--- src/rtl/hazard_pkg.sv ---
// Shared constants and shadow-entry types for the pipeline hazard unit.
// Forward selects are also consumed by the execute-stage ALU mux.
package hazard_pkg;

    localparam int REG_AW = 5;

    localparam logic [1:0] FW_REG = 2'b00;
    localparam logic [1:0] FW_WB  = 2'b01;
    localparam logic [1:0] FW_MEM = 2'b10;

    typedef struct packed {
        logic              valid;
        logic [REG_AW-1:0] rs;
        logic [REG_AW-1:0] rt;
        logic              uses_rs;
        logic              uses_rt;
        logic [REG_AW-1:0] dst;
        logic              reg_write;
        logic              mem_to_reg;
    } e_entry_t;

    typedef struct packed {
        logic [REG_AW-1:0] dst;
        logic              reg_write;
        logic              mem_to_reg;
    } m_entry_t;

    typedef struct packed {
        logic [REG_AW-1:0] dst;
        logic              reg_write;
    } w_entry_t;

    function automatic m_entry_t to_m(e_entry_t e);
        m_entry_t m;
        m.dst        = e.dst;
        m.reg_write  = e.reg_write;
        m.mem_to_reg = e.mem_to_reg;
        return m;
    endfunction

    function automatic w_entry_t to_w(m_entry_t m);
        w_entry_t w;
        w.dst       = m.dst;
        w.reg_write = m.reg_write;
        return w;
    endfunction

    // Loads in MEM have no data yet, so they never forward from there.
    function automatic logic [1:0] fw_sel(
        logic              rd_en,
        logic [REG_AW-1:0] src,
        m_entry_t          m,
        w_entry_t          w
    );
        logic m_hit;
        logic w_hit;
        m_hit = rd_en && m.reg_write && !m.mem_to_reg &&
                (m.dst != '0) && (m.dst == src);
        w_hit = rd_en && w.reg_write &&
                (w.dst != '0) && (w.dst == src);
        if (m_hit)      return FW_MEM;
        else if (w_hit) return FW_WB;
        else            return FW_REG;
    endfunction

endpackage

--- src/rtl/hazard_shadow_pipe.sv ---
// Shadow copies of the EX, MEM and WB instruction register fields.
// A flush loads an all-zero bubble into the EX entry.
module hazard_shadow_pipe
    import hazard_pkg::*;
(
    input  logic     clk,
    input  logic     rst_n,
    input  logic     flush_e,
    input  e_entry_t e_in,
    output e_entry_t e_q,
    output m_entry_t m_q,
    output w_entry_t w_q
);

    always_ff @(posedge clk or negedge rst_n) begin
        if (!rst_n) begin
            e_q <= '0;
            m_q <= '0;
            w_q <= '0;
        end else begin
            e_q <= flush_e ? '0 : e_in;
            m_q <= to_m(e_q);
            w_q <= to_w(m_q);
        end
    end

endmodule

--- src/rtl/hazard_unit.sv ---
// Forwarding, load-use stall and branch flush control for the 5-stage core.
// Define HAZARD_PERF_CNT_EN to add saturating stall/flush event counters.
module hazard_unit
    import hazard_pkg::*;
#(
    parameter int REG_ADDR_W = REG_AW
`ifdef HAZARD_PERF_CNT_EN
    ,
    parameter int CNT_W = 16
`endif
) (
    input  logic                  clk,
    input  logic                  rst_n,
    input  logic [REG_ADDR_W-1:0] rs_addrD,
    input  logic [REG_ADDR_W-1:0] rt_addrD,
    input  logic [REG_ADDR_W-1:0] rd_addrD,
    input  logic                  uses_rsD,
    input  logic                  uses_rtD,
    input  logic                  reg_dstD,
    input  logic                  reg_writeD,
    input  logic                  mem_to_regD,
    input  logic                  branch_takenE,
    output logic [1:0]            fw_alu1,
    output logic [1:0]            fw_alu2,
    output logic                  stall_f,
    output logic                  stall_d,
    output logic                  flush_d,
    output logic                  flush_e
`ifdef HAZARD_PERF_CNT_EN
    ,
    output logic [CNT_W-1:0]      stall_cnt,
    output logic [CNT_W-1:0]      flush_cnt
`endif
);

    e_entry_t e_in;
    e_entry_t e_q;
    m_entry_t m_q;
    w_entry_t w_q;
    logic     e_load;
    logic     lduse;

    always_comb begin
        e_in            = '0;
        e_in.valid      = 1'b1;
        e_in.rs         = rs_addrD;
        e_in.rt         = rt_addrD;
        e_in.uses_rs    = uses_rsD;
        e_in.uses_rt    = uses_rtD;
        e_in.dst        = reg_dstD ? rd_addrD : rt_addrD;
        e_in.reg_write  = reg_writeD;
        e_in.mem_to_reg = mem_to_regD;
    end

    hazard_shadow_pipe u_shadow (
        .clk     (clk),
        .rst_n   (rst_n),
        .flush_e (flush_e),
        .e_in    (e_in),
        .e_q     (e_q),
        .m_q     (m_q),
        .w_q     (w_q)
    );

    assign fw_alu1 = fw_sel(e_q.valid && e_q.uses_rs, e_q.rs, m_q, w_q);
    assign fw_alu2 = fw_sel(e_q.valid && e_q.uses_rt, e_q.rt, m_q, w_q);

    assign e_load = e_q.valid && e_q.reg_write &&
                    e_q.mem_to_reg && (e_q.dst != '0);

    assign lduse = e_load &&
                   ((uses_rsD && (rs_addrD == e_q.dst)) ||
                    (uses_rtD && (rt_addrD == e_q.dst)));

    // A taken branch squashes the consumer, so it must not also stall.
    assign stall_f = lduse && !branch_takenE;
    assign stall_d = stall_f;
    assign flush_d = branch_takenE;
    assign flush_e = lduse || branch_takenE;

`ifdef HAZARD_PERF_CNT_EN
    always_ff @(posedge clk or negedge rst_n) begin
        if (!rst_n) begin
            stall_cnt <= '0;
            flush_cnt <= '0;
        end else begin
            if (stall_d && (stall_cnt != '1))
                stall_cnt <= stall_cnt + CNT_W'(1);
            if (flush_d && (flush_cnt != '1))
                flush_cnt <= flush_cnt + CNT_W'(1);
        end
    end
`endif

endmodule

--- config.mk ---
export PLATFORM = sky130hd
export DESIGN_NAME = hazard_unit
export DESIGN_NICKNAME = d
export VERILOG_FILES = /design/src/rtl/hazard_pkg.sv /design/src/rtl/hazard_shadow_pipe.sv /design/src/rtl/hazard_unit.sv
export SDC_FILE = /design/constraint.sdc
export NUM_CORES = 1
export LEC_CHECK = 0
export BUFFER_PORTS_ARGS = -buffer_cell sky130_fd_sc_hd__buf_2
export CAP_MARGIN = 20
export CORE_ASPECT_RATIO = 0.9
export CORE_MARGIN = 3
export CORE_UTILIZATION = 58
export CTS_CLUSTER_DIAMETER = 100
export DETAILED_ROUTE_END_ITERATION = 10
export PLACE_DENSITY = 0.92
export SLEW_MARGIN = 20
export SYNTH_ARGS = -nofsm -noshare
export SYNTH_HDL_FRONTEND = slang
export SYNTH_SLANG_ARGS = --single-unit
export TNS_END_PERCENT = 5
--- constraint.sdc ---
create_clock -name clk -period 4.1 [get_ports clk]
set_input_delay 0.615 -clock clk [delete_from_list [all_inputs] [get_ports clk]]
set_output_delay 0.615 -clock clk [all_outputs]
set_load 0.01 [all_outputs]
==> summary.md <==
| Metric | Value |
|---|---|
| CP max FO | `4` |
| Area occupied by multi-input gates | `709 µm²` |
| RSZ-0062 raised after global routing | `no` |
| Final setup fails | `0` |
| FP Rows | `17` |
| Total GRT Usage | `21.4%` |
| Filler cells | `175` |
| Router iterations before antenna repair | `4` |
| Reg2reg start | `u_shadow.e_q[2]$_DFF_PN0_` |
| Reg area | `826 µm²` |
| Yosys reg bits | `33` |
| Vias/cell | `5.79` |
| Vert. Die Dim | `55.5 µm` |
| Yosys warning count | `0` |
| # nets final | `192` |
| Max Slew Vio Count | `0` |
| Setup Crit Path Kind | `flop to output pin` |
| GP Congestion | `0.856` |
| Register area share after synthesis | `52.3%` |
| Initial Utilization | `62.4%` |
| Clock root buffer | `clkbuf_4` |
| # clock sinks | `33` |
| Total number of vias | `1,147` |
| Peak supply drop | `0.000366 V` |
| Inserted Diodes | `0` |
| Post-DP HPWL | `2360 µm` |
| Area growth syn-to-layout | `15.3%` |
| Synth area leaders | `dfrtp_1, xnor2_1, nand2b_1` |
| Initial antenna violation count | `0` |
| Highest Clock Rate | `399 MHz` |
| Total power | `0.697 mW` |
| Die width | `61 µm` |
| Vias in the first global route | `1,136` |
| Status | `finished, final reports clean` |
| Drt drc | `0` |
| Distinct cells, synth | `27` |
| Pwr per Cell Area | `383 nW/µm²` |
| Static Leak | `0.832 nW` |
| CP Launch Type | `flop` |
| Crit path capture type | `output pin` |
| Cell Area, Synth | `1580 µm²` |
| Wire length per cell | `15.6 µm` |
| Total CTS buffers | `5` |
| CTS tree | `yes` |
| Skew-Pair Late Insertion Delay | `0.32 ns` |
| Setup TNS | `0 ns` |
| Fin crit period | `2.51 ns` |
| Max-cap violations | `0` |
| IO Pins | `31` |
| Slew HR | `54.7%` |
| Core ar. | `2530 µm²` |
| CP Data Required Time | `3.48 ns` |
| GRT overflow | `0` |
| Global-route wire length before repair | `5350 µm` |
| Crit path from | `u_shadow.m_q[3]$_DFF_PN0_` |
| Final period utilization | `61.2%` |
| Final ANT Viol Nets | `0` |
| Syn Nets | `162` |
| Post-DP Area | `1740 µm²` |
| Post-synth top area cell | `dfrtp_1` |
| Largest net degree at the start of global routing | `34` |
| Worst min path class | `primary input to asynchronous set/reset pin` |
| CP arrival | `1.89 ns` |
| Die area | `3390 µm²` |
| Post-route cell area | `1820 µm²` |
| Worst-margin pin slew | `0.679 ns` |
| H-tree levels | `2` |
| Clk_skew | `0.00938 ns` |
| Top cell type's share of synthesized area | `52.3%` |
| Final hold violation count | `0` |
| Synthesized area per cell | `11.4 µm²` |
| CTS Hold Bufs | `0` |
| Post-CTS setup buffers | `0` |
| IO Port Bufs | `30` |
| Commonest non-fill, non-tap cell in the layout | `dfrtp_1` |
| Initial drt markers | `23` |
| Clock transition at path regs | `0.10 ns` |
| Total wire length | `3090 µm` |
| Layout cells sized above 1 | `26.5%` |
| Syn Inst Count | `139` |
| Commonest non-fill, non-tap cells in the layout | `dfrtp_1, buf_2, xnor2_1, a21oi_1, nand2b_1` |
| # resized after CTS | `0` |
| Maximum clock path buffer count | `2` |
[registers in the layout, indices dropped and copies added, names as in the netlist]
name and count:
u_shadow.e_q 20, u_shadow.m_q 7, u_shadow.w_q 6
[per-stage QoR]
stage	utilization (%)	instances	hold WS, ns	setup slack, ns
4_1_cts	71.9	198	0.339	1.58
3_3_place_gp	68.6	190	0.355	1.87
2_1_floorplan	-	139	0.319	2.04
3_5_place_dp	68.6	190	0.356	1.79
5_1_grt	71.9	198	0.360	1.49
6_report	71.9	198	0.317	1.59
[Yosys cell counts]
library cell and n:
or4_4 1, a21o_1 1, nor4_1 1, a21oi_1 16
nand3_1 2, xor2_1 6, buf_4 2, a211oi_1 5
o21ai_4 1, dfrtp_1 33, nand2_1 3, xnor2_1 24
nor3_2 3, nor3_1 1, nand2b_1 14, nand4_1 6
or4_1 1, buf_2 2, and3b_1 1, o21ai_1 1
o22ai_1 1, nor2_1 1, mux2i_1 5, nor2b_1 1
clkbuf_1 5, nor4_2 1, or3_1 1
[power breakdown]
group / internal [mW] / switching, mW / leakage, nW / total, mW
registers: 0.344 / 0.0209 / 0.424 / 0.365
clock network: 0.146 / 0.101 / 0.0455 / 0.246
logic: 0.0441 / 0.0427 / 0.363 / 0.0868
total: 0.533 / 0.164 / 0.832 / 0.697
[per-layer routing]
layer  routed length (µm)  vias to the layer above  GRT usage, %  part of all wire [%]
met5                    0                        -             0                     0
met2                 1580                       46          33.4                    51
met4                   51                        0          7.74                   1.7
met1                 1280                      556          28.7                    41
li1                     -                      539             -                     -
met3                  175                        6          4.91                   5.7
[cell type report]
| cell class | instances | area share, % |
|---|---|---|
| clock buffer | 7 | 3.02 |
| clock inverter | 1 | 1.65 |
| multi-input combinational | 97 | 39.0 |
| sequential | 33 | 45.4 |
| tap | 28 | 1.92 |
| timing repair buffer | 32 | 9.07 |
[final timing paths]
| kind | endpoint | slack (ns) | depth (start not counted) |
|---|---|---|---|
| max | fw_alu1[0] | 1.59 | 5 |
| min | u_shadow.e_q[2]$_DFF_PN0_ | 0.32 | 1 |
| max reg2reg | u_shadow.e_q[10]$_DFF_PN0_ | 2.39 | 5 |
| min reg2reg | u_shadow.w_q[0]$_DFF_PN0_ | 0.38 | 0 |
| max in group asynchronous | u_shadow.w_q[4]$_DFF_PN0_ | 3.34 | 1 |
| min in group clk | u_shadow.w_q[0]$_DFF_PN0_ | 0.38 | 0 |
[critical path, cell delays in order (launching register included)]
cell	delay, ns
dfrtp_1	0.45
or4_4	0.57
o21ai_4	0.17
nor4_2	0.08
nor3_2	0.15
buf_2	0.15
[logic make-up after synthesis]
group / Yosys count / share of synthesized area [%]
multiplexers: 5 / 3.17
XOR/XNOR: 30 / 16.6
AND/OR/NAND/NOR: 37 / 15.5
buffers and inverters: 9 / 2.77
AO/OA/AOI/OAI: 25 / 9.67
flip-flops: 33 / 52.3
No activity file was read; power rests on OpenSTA's default activity.
